### src/rtl/calc_op_scheduler_if.sv
// calc_op_scheduler_if: two request channels, calculator drive/accumulator and response channel
//   master: request/response side plus the calculator accumulator source
//   slave : the scheduler
interface calc_op_scheduler_if #(
    parameter int BITS = 32
);
    logic            req0_valid;
    logic [4:0]      req0_op;
    logic [15:0]     req0_operand;
    logic            req0_ready;
    logic            req1_valid;
    logic [4:0]      req1_op;
    logic [15:0]     req1_operand;
    logic            req1_ready;
    logic            calc_start;
    logic [4:0]      calc_buttons;
    logic [15:0]     calc_switch;
    logic [BITS-1:0] calc_accum;
    logic            rsp_valid;
    logic            rsp_ready;
    logic            rsp_id;
    logic [BITS-1:0] rsp_data;
    logic            busy;
    modport master (
        output req0_valid, req0_op, req0_operand, req1_valid, req1_op, req1_operand,
        output calc_accum, rsp_ready,
        input  req0_ready, req1_ready, calc_start, calc_buttons, calc_switch,
        input  rsp_valid, rsp_id, rsp_data, busy
    );
    modport slave (
        input  req0_valid, req0_op, req0_operand, req1_valid, req1_op, req1_operand,
        input  calc_accum, rsp_ready,
        output req0_ready, req1_ready, calc_start, calc_buttons, calc_switch,
        output rsp_valid, rsp_id, rsp_data, busy
    );
endinterface

### src/rtl/calc_op_scheduler.sv
// calc_op_scheduler: round-robin feed of two requesters' commands into one calculator, returning the accumulator
//   clk, reset : clock, asynchronous active-high reset (shared with the calculator)
//   bus        : slave view of request channels, calculator start/buttons/switch/accum, response channel, busy
module calc_op_scheduler #(
    parameter int BITS     = 32,
    parameter int CALC_LAT = 3
) (
    input logic                clk,
    input logic                reset,
    calc_op_scheduler_if.slave bus
);
    localparam int CW = $clog2(CALC_LAT + 1);
    typedef enum logic [1:0] {IDLE, ISSUE, WAIT, RESP} state_t;
    state_t          state_q, state_d;
    logic            last_q, last_d;
    logic [4:0]      op_q, op_d;
    logic [15:0]     operand_q, operand_d;
    logic            id_q, id_d;
    logic [CW-1:0]   cnt_q, cnt_d;
    logic [BITS-1:0] rsp_data_q, rsp_data_d;
    logic            rsp_valid_q, rsp_valid_d;
    logic            gnt1, take;
    // Requester 1 wins when alone, or on a tie when requester 0 was served last.
    assign gnt1 = bus.req1_valid & (~bus.req0_valid | ~last_q);
    // Ready is masked during reset so no handshake can be lost while the FSM is held.
    assign take = (state_q == IDLE) & ~reset & (bus.req0_valid | bus.req1_valid);
    always_ff @(posedge clk or posedge reset) begin
        if (reset) begin
            state_q     <= IDLE;
            last_q      <= 1'b1;
            op_q        <= '0;
            operand_q   <= '0;
            id_q        <= 1'b0;
            cnt_q       <= '0;
            rsp_data_q  <= '0;
            rsp_valid_q <= 1'b0;
        end else begin
            state_q     <= state_d;
            last_q      <= last_d;
            op_q        <= op_d;
            operand_q   <= operand_d;
            id_q        <= id_d;
            cnt_q       <= cnt_d;
            rsp_data_q  <= rsp_data_d;
            rsp_valid_q <= rsp_valid_d;
        end
    end
    always_comb begin
        state_d     = state_q;
        last_d      = last_q;
        op_d        = op_q;
        operand_d   = operand_q;
        id_d        = id_q;
        cnt_d       = cnt_q;
        rsp_data_d  = rsp_data_q;
        rsp_valid_d = rsp_valid_q;
        case (state_q)
            IDLE: if (take) begin
                state_d   = ISSUE;
                op_d      = gnt1 ? bus.req1_op : bus.req0_op;
                operand_d = gnt1 ? bus.req1_operand : bus.req0_operand;
                id_d      = gnt1;
                last_d    = gnt1;
            end
            ISSUE: begin
                state_d = WAIT;
                cnt_d   = CW'(CALC_LAT - 1);
            end
            WAIT: if (cnt_q == '0) begin
                state_d     = RESP;
                rsp_data_d  = bus.calc_accum;
                rsp_valid_d = 1'b1;
            end else begin
                cnt_d = cnt_q - 1'b1;
            end
            RESP: if (bus.rsp_ready) begin
                state_d     = IDLE;
                rsp_valid_d = 1'b0;
            end
        endcase
    end
    always_comb begin
        bus.req0_ready   = take & ~gnt1;
        bus.req1_ready   = take & gnt1;
        bus.calc_start   = state_q == ISSUE;
        // Operand stays on the switches through WAIT because the calculator reads it there.
        bus.calc_buttons = (state_q == ISSUE || state_q == WAIT) ? op_q : '0;
        bus.calc_switch  = (state_q == ISSUE || state_q == WAIT) ? operand_q : '0;
        bus.rsp_valid    = rsp_valid_q;
        bus.rsp_id       = id_q;
        bus.rsp_data     = rsp_data_q;
        bus.busy         = state_q != IDLE;
    end
endmodule

### src/flat_wrapper.sv
// flat-port wrapper written by rule: the top's interface ports become plain ports
module calc_op_scheduler_flat 
#(
    parameter int BITS     = 32,
    parameter int CALC_LAT = 3
)
  (clk, reset, bus_req0_valid, bus_req0_op, bus_req0_operand, bus_req1_valid, bus_req1_op, bus_req1_operand, bus_calc_accum, bus_rsp_ready, bus_req0_ready, bus_req1_ready, bus_calc_start, bus_calc_buttons, bus_calc_switch, bus_rsp_valid, bus_rsp_id, bus_rsp_data, bus_busy);
  calc_op_scheduler_if #(.BITS(BITS)) bus_i ();
  input logic clk;
  input logic reset;
  input wire logic [$bits(bus_i.req0_valid)-1:0] bus_req0_valid;
  input wire logic [$bits(bus_i.req0_op)-1:0] bus_req0_op;
  input wire logic [$bits(bus_i.req0_operand)-1:0] bus_req0_operand;
  input wire logic [$bits(bus_i.req1_valid)-1:0] bus_req1_valid;
  input wire logic [$bits(bus_i.req1_op)-1:0] bus_req1_op;
  input wire logic [$bits(bus_i.req1_operand)-1:0] bus_req1_operand;
  input wire logic [$bits(bus_i.calc_accum)-1:0] bus_calc_accum;
  input wire logic [$bits(bus_i.rsp_ready)-1:0] bus_rsp_ready;
  output wire logic [$bits(bus_i.req0_ready)-1:0] bus_req0_ready;
  output wire logic [$bits(bus_i.req1_ready)-1:0] bus_req1_ready;
  output wire logic [$bits(bus_i.calc_start)-1:0] bus_calc_start;
  output wire logic [$bits(bus_i.calc_buttons)-1:0] bus_calc_buttons;
  output wire logic [$bits(bus_i.calc_switch)-1:0] bus_calc_switch;
  output wire logic [$bits(bus_i.rsp_valid)-1:0] bus_rsp_valid;
  output wire logic [$bits(bus_i.rsp_id)-1:0] bus_rsp_id;
  output wire logic [$bits(bus_i.rsp_data)-1:0] bus_rsp_data;
  output wire logic [$bits(bus_i.busy)-1:0] bus_busy;
  assign bus_i.req0_valid = bus_req0_valid;
  assign bus_i.req0_op = bus_req0_op;
  assign bus_i.req0_operand = bus_req0_operand;
  assign bus_i.req1_valid = bus_req1_valid;
  assign bus_i.req1_op = bus_req1_op;
  assign bus_i.req1_operand = bus_req1_operand;
  assign bus_i.calc_accum = bus_calc_accum;
  assign bus_i.rsp_ready = bus_rsp_ready;
  assign bus_req0_ready = bus_i.req0_ready;
  assign bus_req1_ready = bus_i.req1_ready;
  assign bus_calc_start = bus_i.calc_start;
  assign bus_calc_buttons = bus_i.calc_buttons;
  assign bus_calc_switch = bus_i.calc_switch;
  assign bus_rsp_valid = bus_i.rsp_valid;
  assign bus_rsp_id = bus_i.rsp_id;
  assign bus_rsp_data = bus_i.rsp_data;
  assign bus_busy = bus_i.busy;
  calc_op_scheduler #(.BITS(BITS), .CALC_LAT(CALC_LAT)) u_core (.clk(clk), .reset(reset), .bus(bus_i));
endmodule
### config.mk
export PLATFORM = sky130hd
export DESIGN_NAME = calc_op_scheduler_flat
export DESIGN_NICKNAME = d
export VERILOG_FILES = /design/src/rtl/calc_op_scheduler_if.sv /design/src/rtl/calc_op_scheduler.sv /design/src/flat_wrapper.sv
export SDC_FILE = /design/constraint.sdc
export NUM_CORES = 1
export LEC_CHECK = 0
export ABC_AREA = 0
export CAP_MARGIN = 20
export CORE_UTILIZATION = 39
export DETAILED_ROUTE_END_ITERATION = 7
export PLACE_DENSITY = 0.79
export SYNTH_ARGS = -nofsm -noshare
export SYNTH_HDL_FRONTEND = slang
export SYNTH_SLANG_ARGS = --single-unit
### constraint.sdc
create_clock -name clk -period 1.9 [get_ports clk]
set_input_delay 0.19 -clock clk [delete_from_list [all_inputs] [get_ports clk]]
set_output_delay 0.19 -clock clk [all_outputs]
set_load 0.05 [all_outputs]
==> metrics.json, run 1 <==
{
  "status": {"value": "complete, but fails checks"},
  "timing.fmax": {"value": 542, "unit": "MHz"},
  "post_dp_hpwl": {"value": 5130, "unit": "microns"},
  "critical_path_type": {"value": "register to output port"},
  "avgRoutedWirePerCell": {"value": 16.7, "unit": "microns"},
  "worst_r2r_startpoint": {"value": "u_core.state_q[0]"},
  "syn2layout_area_growth": {"value": 74.2, "unit": "%"},
  "wl": {"value": 7240, "unit": "microns"},
  "grt_pass1_wl": {"value": 11200, "unit": "microns"},
  "worst-path-max-fanout": {"value": 12},
  "std_cell_rows": {"value": 29},
  "dieArea": {"value": 7090, "unit": "sq um"},
  "die_w": {"value": 84.2, "unit": "microns"},
  "synth_cells": {"value": 205},
  "cellPowerDensity": {"value": 2080, "unit": "nW/um^2"},
  "final_layout_size_suffix_gt1_share": {"value": 27.0, "unit": "%"},
  "worst-r2r-setup-slack": {"value": 0.10, "unit": "ns"},
  "synthesized_nets": {"value": 289},
  "grt_antenna_before_repair": {"value": 0},
  "ys_seq_elements": {"value": 60},
  "detail-route-antenna-nets": {"value": 0},
  "diodes": {"value": 0},
  "drv_cap": {"value": 0},
  "period_minus_slack": {"value": 1.85, "unit": "ns"},
  "first_iter_violations": {"value": 157},
  "io_buffer_count": {"value": 137},
  "vdd.ir_drop.worst": {"value": 1.02, "unit": "mV"},
  "cp_data_required_time": {"value": 1.71, "unit": "ns"},
  "max-slew-margin-rel": {"value": 64.6, "unit": "%"},
  "grt.overflow.total": {"value": 0},
  "final_max_slew_viol_count": {"value": 0},
  "num_io_pins": {"value": 138},
  "finalCritPeriodShare": {"value": 97.2, "unit": "%"},
  "multiInputGateArea": {"value": 963, "unit": "sq um"},
  "final.hold.worst_slack": {"value": 0.259, "unit": "ns"},
  "worst_r2r_endpoint": {"value": "u_core.operand_q[11]"},
  "gp_routability_congestion": {"value": 0.729},
  "final_non_filler_cell_total": {"value": 433},
  "r2r.worst_path.cells": {"value": 7},
  "hold_removal_path_class": {"value": "input pin to async pin"},
  "grt_start_max_net_pins": {"value": 30},
  "final-hold-violation-count": {"value": 0},
  "dp_cells": {"value": 415},
  "clock_tree_root_driver_cell": {"value": "sky130_fd_sc_hd__clkbuf_8"},
  "drtPass1Iterations": {"value": 7},
  "layout_common_cells": {"value": "sky130_fd_sc_hd__clkdlybuf4s50_1 (112), sky130_fd_sc_hd__dfrtp_1 (59), sky130_fd_sc_hd__mux2_2 (33)"},
  "area_of_the_mapped_netlist": {"value": 2640, "unit": "sq um"},
  "power.total": {"value": 9.55, "unit": "mW"},
  "core_region_area": {"value": 6420, "unit": "sq um"},
  "leakage": {"value": 2.06, "unit": "nW"},
  "violations": {"value": "DRC"},
  "fillerInstances": {"value": 479},
  "final_common_cell": {"value": "sky130_fd_sc_hd__clkdlybuf4s50_1"},
  "groute.usage.overall": {"value": 20.8, "unit": "%"},
  "first_global_vias": {"value": 2308},
  "finalSetupViolations": {"value": 0},
  "post-route-drc-count": {"value": 11},
  "route.detailed.vias_per_inst": {"value": 5.13},
  "postCtsHoldBufs": {"value": 0},
  "die_height": {"value": 84.2, "unit": "microns"},
  "clkSinkCount": {"value": 60},
  "num-nets-final": {"value": 437},
  "cts-htree-levels": {"value": 3},
  "yosys_warnings": {"value": 0},
  "synth.avg_cell_area": {"value": 12.9, "unit": "sq um"},
  "insertion_delay": {"value": 0.33, "unit": "ns"},
  "worst_setup_hold_path_clk_slew": {"value": 0.06, "unit": "ns"},
  "cts_tree": {"value": "done"},
  "skew": {"value": 0.00514, "unit": "ns"},
  "initial_utilization": {"value": 41.0, "unit": "%"},
  "routed-via-count": {"value": 2222},
  "numCtsBuffers": {"value": 9},
  "worstMarginPinSlew": {"value": 0.530, "unit": "ns"},
  "timing.critical_path.to_type": {"value": "output port"},
  "synth.distinct_cells": {"value": 25},
  "start_kind": {"value": "register"},
  "cts.path.max_buffers": {"value": 2},
  "sequential_area": {"value": 1500, "unit": "sq um"},
  "ys_seq_area_share": {"value": 57.0, "unit": "%"},
  "crit_arrival": {"value": 1.66, "unit": "ns"}
}
[worst max-delay path, cell delays in order (launching register included)]
cell	delay (ns)
sky130_fd_sc_hd__dfrtp_1	0.42
sky130_fd_sc_hd__inv_2	0.10
sky130_fd_sc_hd__ha_4	0.13
sky130_fd_sc_hd__nor2b_4	0.17
sky130_fd_sc_hd__and3_4	0.22
sky130_fd_sc_hd__buf_12	0.14
sky130_fd_sc_hd__buf_12	0.14
[power breakdown]
| group | switching (mW) | leakage, nW | internal [mW] |
|---|---|---|---|
| combinational | 3.52 | 1.25 | 2.68 |
| sequential | 0.308 | 0.716 | 1.91 |
| clock | 0.468 | 0.0983 | 0.661 |
| total | 4.30 | 2.06 | 5.25 |
[timing repair]
action / 4_1_cts / 5_1_grt
cloned: 0 / 2
buffers inserted: 0 / 2
pin swaps: 1 / 3
endpoints found under the setup margin: 23 / 2
hold endpoints to repair: 0 / 0
resized for setup: 5 / 2
[state kept, by name, summed over array words and instances, names as in the netlist]
name and cells:
u_core.bus.rsp_data 32, u_core.operand_q 16, u_core.op_q 5, u_core.cnt_q 2, u_core.state_q 2, u_core.bus.rsp_id 1, u_core.bus.rsp_valid 1, u_core.last_q 1
[cell usage after synthesis (all sizes together)]
cell type	instances	area (sq um)
dfrtp	59	1480
mux2	33	372
inv	28	105
a222oi	21	210
and2	21	131
buf	8	58.8
nand2	7	26.3
ha	5	62.6
clkbuf	4	35.0
o21ai	4	23.8
a21o	2	17.5
a21oi	2	10.0
and3	2	13.8
nand2b	2	12.5
nor2b	2	20.0
a221oi	1	15.0
dfstp	1	26.3
nand3	1	5.00
nor2	1	3.75
o32a	1	11.3
[worst max path at each step]
stage / startpoint / to / slack, ns
after floorplan: u_core.state_q[0] / u_core.op_q[0] / 0.22
after global placement: u_core.state_q[0] / bus_calc_buttons[1] / 0.18
after detailed placement: u_core.state_q[0] / u_core.operand_q[8] / 0.12
after CTS: u_core.state_q[1] / bus_req0_ready / 0.007
after global routing: u_core.state_q[0] / bus_req1_ready / -0.02
final: u_core.state_q[0] / bus_req1_ready / 0.05
[kinds of logic (layout without fill, tap and decap cells)]
kind of cell / Yosys count / after routing / share of synthesized area [%]
compound gates: 31 / 31 / 10.9
fa+ha+maj: 5 / 5 / 2.37
flops: 60 / 60 / 57.0
buf+inv: 40 / 190 / 7.55
mux: 33 / 33 / 14.1
simple gates: 36 / 37 / 8.07
[layer usage]
metal | wire length [microns] | track usage [%] | up-vias
met3 | 405 | 5.70 | 21
li1 | - | - | 1026
met1 | 2840 | 23.9 | 1096
met4 | 256 | 11.8 | 0
met2 | 3740 | 35.2 | 79
met5 | 0 | 0 | -
[layout make-up]
class	instances	share of cell area [%]
clock buffer	12	3.38
clock inverter	2	0.763
inverter	28	2.29
multi-input combinational	106	21.0
sequential	60	32.7
tap	77	2.10
timing repair buffer	148	37.8
[per-stage QoR]
stage                     TNS (ns)  utilization, %  setup WS, ns  instance area (sq um)
final                            0            71.5        0.0536                   4590
after global routing       -0.0197            71.5       -0.0171                   4590
after CTS                        0            70.7       0.00682                   4540
after detailed placement         0            67.5         0.120                   4330
after global placement           0            67.5         0.176                   4330
after floorplan                  0               -         0.216                   2640
Power figures use the tool's default switching activity.
==> run 2: changes to the inputs <==
- CELL_PAD_IN_SITES_DETAIL_PLACEMENT: default -> 0
- CELL_PAD_IN_SITES_GLOBAL_PLACEMENT: default -> 1
- CORE_UTILIZATION: 39 -> 30
- PLACE_DENSITY: 0.79 -> default
- PLACE_DENSITY_LB_ADDON: default -> 0.1
==> metrics.json, run 2 (synthesis gave the netlist of run 1 again) <==
{
  "max-slew-margin-rel": {"value": 64.7, "unit": "%", "change": "was 64.6%"},
  "cellPowerDensity": {"value": 2060, "unit": "nW/um^2", "change": "was 2080 nW/um^2"},
  "first_global_vias": {"value": 2251, "change": "was 2308"},
  "post-route-drc-count": {"value": 0, "change": "was 11"},
  "io_buffer_count": {"value": 137, "change": "unchanged"},
  "postCtsHoldBufs": {"value": 0, "change": "unchanged"},
  "timing.critical_path.to_type": {"value": "output port", "change": "unchanged"},
  "final-hold-violation-count": {"value": 0, "change": "unchanged"},
  "die_w": {"value": 95.7, "unit": "microns", "change": "was 84.2 microns"},
  "drtPass1Iterations": {"value": 5, "change": "was 7"},
  "die_height": {"value": 95.7, "unit": "microns", "change": "was 84.2 microns"},
  "period_minus_slack": {"value": 1.80, "unit": "ns", "change": "was 1.85 ns"},
  "hold_removal_path_class": {"value": "input pin to async pin", "change": "unchanged"},
  "final_common_cell": {"value": "sky130_fd_sc_hd__clkdlybuf4s50_1", "change": "unchanged"},
  "cts-htree-levels": {"value": 3, "change": "unchanged"},
  "final_critical_path_setup_slack": {"value": 0.0964, "unit": "ns", "change": "was 0.0536 ns"},
  "num_io_pins": {"value": 138, "change": "unchanged"},
  "grtUsageMet1": {"value": 20.9, "unit": "%", "change": "was 23.9%"},
  "status": {"value": "finished clean", "change": "was complete, but fails checks"},
  "core_region_area": {"value": 8340, "unit": "sq um", "change": "was 6420 sq um"},
  "setup_total_negative_slack": {"value": 0, "unit": "ns", "change": "unchanged"},
  "cp_data_required_time": {"value": 1.71, "unit": "ns", "change": "about the same"},
  "critical-path-top-cell-by-count": {"value": "sky130_fd_sc_hd__buf_12", "change": "unchanged"},
  "worst-path-max-fanout": {"value": 11, "change": "was 12"},
  "cp_slowest_stage_delay": {"value": 0.39, "unit": "ns", "change": "was 0.42 ns"},
  "leakage": {"value": 2.07, "unit": "nW", "change": "was 2.06 nW"},
  "critical-path-slowest-cell": {"value": "sky130_fd_sc_hd__dfrtp_1", "change": "unchanged"},
  "cts.path.max_buffers": {"value": 2, "change": "unchanged"},
  "worst_setup_hold_path_clk_slew": {"value": 0.07, "unit": "ns", "change": "was 0.06 ns"},
  "cpLargestDelayFamily": {"value": "simple AND/OR/NAND/NOR gates", "change": "was flip-flops"},
  "finalSetupViolations": {"value": 0, "change": "unchanged"},
  "avgRoutedWirePerCell": {"value": 15.6, "unit": "microns", "change": "was 16.7 microns"},
  "std_cell_rows": {"value": 33, "change": "was 29"},
  "global_route.peak_usage_layer": {"value": "met2", "change": "unchanged"},
  "final_max_slew_viol_count": {"value": 0, "change": "unchanged"},
  "clock_tree_root_driver_cell": {"value": "sky130_fd_sc_hd__clkbuf_8", "change": "unchanged"},
  "grt_start_max_net_pins": {"value": 61, "change": "was 30"},
  "initial_utilization": {"value": 31.6, "unit": "%", "change": "was 41.0%"},
  "clkSinkCount": {"value": 60, "change": "unchanged"},
  "num-nets-final": {"value": 439, "change": "was 437"},
  "worstMarginPinSlew": {"value": 0.528, "unit": "ns", "change": "was 0.530 ns"},
  "diodes": {"value": 0, "change": "unchanged"},
  "final_layout_size_suffix_gt1_share": {"value": 27.9, "unit": "%", "change": "was 27.0%"},
  "crit_arrival": {"value": 1.61, "unit": "ns", "change": "was 1.66 ns"},
  "syn2layout_area_growth": {"value": 75.4, "unit": "%", "change": "was 74.2%"},
  "globalRouteMet3Util": {"value": 6.08, "unit": "%", "change": "was 5.70%"},
  "crit_buf_inv": {"value": 3, "change": "unchanged"},
  "gp_routability_congestion": {"value": 0.767, "change": "was 0.729"},
  "grt_antenna_before_repair": {"value": 0, "change": "unchanged"},
  "layout_common_cells": {"value": "sky130_fd_sc_hd__clkdlybuf4s50_1 (112), sky130_fd_sc_hd__dfrtp_1 (59), sky130_fd_sc_hd__mux2_2 (33)", "change": "unchanged"},
  "post_dp_hpwl": {"value": 5120, "unit": "microns", "change": "was 5130 microns"},
  "drv_cap": {"value": 0, "change": "unchanged"},
  "first_iter_violations": {"value": 135, "change": "was 157"},
  "dieArea": {"value": 9170, "unit": "sq um", "change": "was 7090 sq um"},
  "path_cells": {"value": "inv_2 -> ha_4 -> nor2b_4 -> and3_4 -> buf_12 -> buf_12", "change": "unchanged"},
  "r2r.worst_path.cells": {"value": 6, "change": "was 7"},
  "finalCritPeriodShare": {"value": 94.9, "unit": "%", "change": "was 97.2%"},
  "numCtsBuffers": {"value": 9, "change": "unchanged"},
  "detail-route-antenna-nets": {"value": 0, "change": "unchanged"},
  "worst_r2r_startpoint": {"value": "u_core.state_q[0]", "change": "unchanged"},
  "start_kind": {"value": "register", "change": "unchanged"},
  "cts_tree": {"value": "done", "change": "unchanged"},
  "groute.usage.overall": {"value": 16.7, "unit": "%", "change": "was 20.8%"},
  "rsz_0062_raised_after_global_routing": {"value": "false"},
  "placement.setup.worst_slack": {"value": 0.170, "unit": "ns", "change": "was 0.120 ns"},
  "grt_pass1_wl": {"value": 11300, "unit": "microns", "change": "was 11200 microns"},
  "worst-r2r-setup-slack": {"value": 0.21, "unit": "ns", "change": "was 0.10 ns"},
  "insertion_delay": {"value": 0.33, "unit": "ns", "change": "about the same"},
  "gr-usage-met2": {"value": 26.3, "unit": "%", "change": "was 35.2%"},
  "wl": {"value": 7250, "unit": "microns", "change": "was 7240 microns"},
  "flip_flop_count_of_the_largest_register_all_copies_and_words_added": {"value": 32, "change": "unchanged"},
  "final.hold.worst_slack": {"value": 0.333, "unit": "ns", "change": "was 0.259 ns"},
  "worst_r2r_endpoint": {"value": "u_core.state_q[1]", "change": "was u_core.operand_q[11]"},
  "routed-via-count": {"value": 2192, "change": "was 2222"},
  "vdd.ir_drop.worst": {"value": 0.875, "unit": "mV", "change": "was 1.02 mV"},
  "critical_path_type": {"value": "register to output port", "change": "unchanged"},
  "timing.fmax": {"value": 554, "unit": "MHz", "change": "was 542 MHz"},
  "route.detailed.vias_per_inst": {"value": 4.72, "change": "was 5.13"},
  "skew": {"value": 0.00449, "unit": "ns", "change": "was 0.00514 ns"},
  "grt.overflow.total": {"value": 0, "change": "unchanged"}
}
-- run 2: cell types whose count changed in the layout (fill, tap and decap cells not counted), sizes merged --
cell / previous run / this run
clkinvlp: 0 / 1
buf: 35 / 38
clkinv: 1 / 3
clkbuf: 13 / 10
-- run 2: how the worst max path moves through the flow --
stage | start | end | cells after the start | slack [ns]
finish | u_core.state_q[0] | bus_req1_ready | 6 | 0.1
floorplan | u_core.state_q[0] | u_core.op_q[0] | 8 | 0.22
CTS | u_core.state_q[1] | bus_req1_ready | 6 | 0.004
detailed placement | reset | u_core.operand_q[2] | 6 | 0.17
global placement | reset | bus_req0_ready | 4 | 0.17
global route | u_core.state_q[0] | bus_req1_ready | 6 | 0.02
-- run 2: cell type report --
cell class / instances / area (sq um)
clock buffers: 10 / 138
multi-input cells: 106 / 963
fillers: 740 / 3720
clock inverters: 5 / 52.6
inverters: 28 / 105
flip-flops and latches: 60 / 1500
well taps: 105 / 131
repair buffers: 150 / 1730
-- run 2: report_power, final --
group | total, mW | internal [mW] | switching [mW]
sequential | 2.21 | 1.91 | 0.305
clock | 1.12 | 0.627 | 0.491
combinational | 6.22 | 2.69 | 3.52
-- run 2: what timing repair did --
action	CTS	global route
pin swaps	2	2
buffers inserted	3	3
cloned	2	0
setup endpoints to repair	2	30
resized for setup	3	4
-- run 2: through the flow --
stage               std cells  cell area, sq um  power (mW)  util (%)
CTS                       462              4620        9.61      55.4
global placement          442              4360        8.32      52.3
floorplan                 205              2640        5.86         -
finish                    464              4620        9.55      55.4
detailed placement        442              4360        8.38      52.3
global route              464              4620        10.0      55.4
-- run 2: worst min-delay path, delay by kind of cell --
kind                   cells  cell delay [ns]
buffers and inverters      3             0.86
-- run 2: routing by layer --
metal | vias to the layer above | part of all wire, %
li1 | 1025 | -
met5 | - | 0
met4 | 0 | 1.4
met1 | 1077 | 42
met3 | 9 | 8.3
met2 | 81 | 49
==> run 3: changes to the inputs <==
- CELL_PAD_IN_SITES_DETAIL_PLACEMENT: 0 -> default
- CELL_PAD_IN_SITES_GLOBAL_PLACEMENT: 1 -> default
- CORE_UTILIZATION: 30 -> 39
- PLACE_DENSITY: default -> 0.79
- PLACE_DENSITY_LB_ADDON: 0.1 -> default
==> results of run 3 <==
No change in the layout: final DEF, timing and power equal those of run 1.
==> patch: new RTL, config.mk and constraints of run 3 <==
`BITS` is set to 32 in 3 places; all go to 48.
--- a/src/rtl/calc_op_scheduler_if.sv
+++ b/src/rtl/calc_op_scheduler_if.sv
@@ -2,7 +2,7 @@
 //   master: request/response side plus the calculator accumulator source
 //   slave : the scheduler
 interface calc_op_scheduler_if #(
-    parameter int BITS = 32
+    parameter int BITS = 48
 );
     logic            req0_valid;
     logic [4:0]      req0_op;
--- a/src/rtl/calc_op_scheduler.sv
+++ b/src/rtl/calc_op_scheduler.sv
@@ -2,7 +2,7 @@
 //   clk, reset : clock, asynchronous active-high reset (shared with the calculator)
 //   bus        : slave view of request channels, calculator start/buttons/switch/accum, response channel, busy
 module calc_op_scheduler #(
-    parameter int BITS     = 32,
+    parameter int BITS     = 48,
     parameter int CALC_LAT = 3
 ) (
     input logic                clk,
--- a/src/flat_wrapper.sv
+++ b/src/flat_wrapper.sv
@@ -1,7 +1,7 @@
 // flat-port wrapper written by rule: the top's interface ports become plain ports
 module calc_op_scheduler_flat 
 #(
-    parameter int BITS     = 32,
+    parameter int BITS     = 48,
     parameter int CALC_LAT = 3
 )
   (clk, reset, bus_req0_valid, bus_req0_op, bus_req0_operand, bus_req1_valid, bus_req1_op, bus_req1_operand, bus_calc_accum, bus_rsp_ready, bus_req0_ready, bus_req1_ready, bus_calc_start, bus_calc_buttons, bus_calc_switch, bus_rsp_valid, bus_rsp_id, bus_rsp_data, bus_busy);
Ports: changed (resized bus_calc_accum and bus_rsp_data); port bits go from 138 to 170. The function was not compared with the original's and may differ.
==> patch against run 3 <==
Global-route usage shrank 0.34 points; combinational power up 19%; area after synthesis grew 23%; cell area is 21% higher; sequential cell count is 16 higher; count of clock-buffer cells in the layout down 2; first-iteration DRC count down 18%; register-to-register slack gained 0.07 ns; setup slack worse by 0.0066 ns; power increased by 23%; wire length grew 18%; highest routed layer unchanged.
==> patch: results (changes against run 3) <==
| Metric | Value |
|---|---|
| Status | finished clean |
| DP Area | 0.00526 mm^2 (+21%) |
| Vias in the first global route | 2767 (+20%) |
| Met1 Usage GRT | 21.4% (-2.6 points) |
| WL met1 | 3.13 mm (+10%) |
| Placer Congestion | 0.736 (+0.89%) |
| Syn Nets | 339 (+17%) |
| Routed vias/inst | 4.93 (-3.9%) |
| Number of flip-flops in the largest register | 48 (+50%) |
| Sw Ratio | 44.9% (-0.094 points) |
| Sequential cell area fraction in the yosys report | 58.9% (+1.9 points) |
| Post-Place Cells | 504 (+21%) |
| All-Layer GR Usage | 20.5% (-0.34 points) |
| Clk pwr share | 12.5% (+0.7 points) |
| Drt total wl | 8.57 mm (+18%) |
| Vias | 2594 (+17%) |
| First-pass GRT wire length | 13.4 mm (+20%) |
| DRT Pass-1 Iters | 6 (-1) |
| Avg Cell Area, Syn | 13.5 um^2 (+5.2%) |
| Most frequent cells after synthesis | dfrtp_1 (75), mux2_2 (49), inv_1 (28), a222oi_1 (21), and2_1 (21) |
| Post-DP HPWL | 6.23 mm (+21%) |
| Slew headroom | 63.6% (-0.97 points) |
| PortBufs | 169 (+23%) |
| Pwr Density | 2100 mW/mm^2 (+1.0%) |
| Clock Skew | 0.00455 ns (-0.000586 ns) |
## patch: cell types whose count changed after synthesis
| cell | run 3 | this run |
|---|---|---|
| buf_6 | 3 | 4 |
| dfrtp_1 | 59 | 75 |
| buf_2 | 5 | 6 |
| mux2_2 | 33 | 49 |
## patch: final cells by class
class | count | area (um^2)
Fill cell | 568 | 2310
Timing Repair Buffer | 183 | 2050
Sequential cell | 76 | 1900
Multi-Input combinational cell | 122 | 1150
Clock buffer | 10 | 138
Tap cell | 102 | 128
Inverter | 28 | 109
Clock inverter | 5 | 100
## patch: cell families after synthesis
| group | count (synthesis) | share of synthesized area, % |
|---|---|---|
| flops | 76 | 58.9 |
| mux | 49 | 17.1 |
| buf+inv | 42 | 6.66 |
| simple gates | 36 | 6.58 |
| compound gates | 31 | 8.90 |
| fa+ha+maj | 5 | 1.93 |
## patch: repair_timing
item | 4_1_cts | 5_1_grt
buffers inserted | 1 | 5
hold buffers | 0 | 0
gates resized for setup | 7 | 0
pin swaps | 1 | 1
setup endpoints to repair | 23 | 2
gates cloned | 1 | 0
## patch: final timing paths
path                       slack, ns  cells past startpoint                          start                                   to
setup / recovery                0.05                      6  u_core.state_q[1]$_DFFE_PP0P_                       bus_req1_ready
hold reg to reg                 0.48                      2    u_core.cnt_q[0]$_DFFE_PP0P_          u_core.cnt_q[0]$_DFFE_PP0P_
max in group asynchronous       1.24                      3                          reset            u_core.last_q$_DFFE_PP1P_
hold / removal                  0.39                      3                          reset  u_core.bus.rsp_data[33]$_DFFE_PP0P_
min in group clk                0.44                      3            bus_req0_operand[6]      u_core.operand_q[6]$_DFFE_PP0P_
setup reg to reg                0.17                      6  u_core.state_q[0]$_DFFE_PP0P_        u_core.state_q[1]$_DFFE_PP0P_
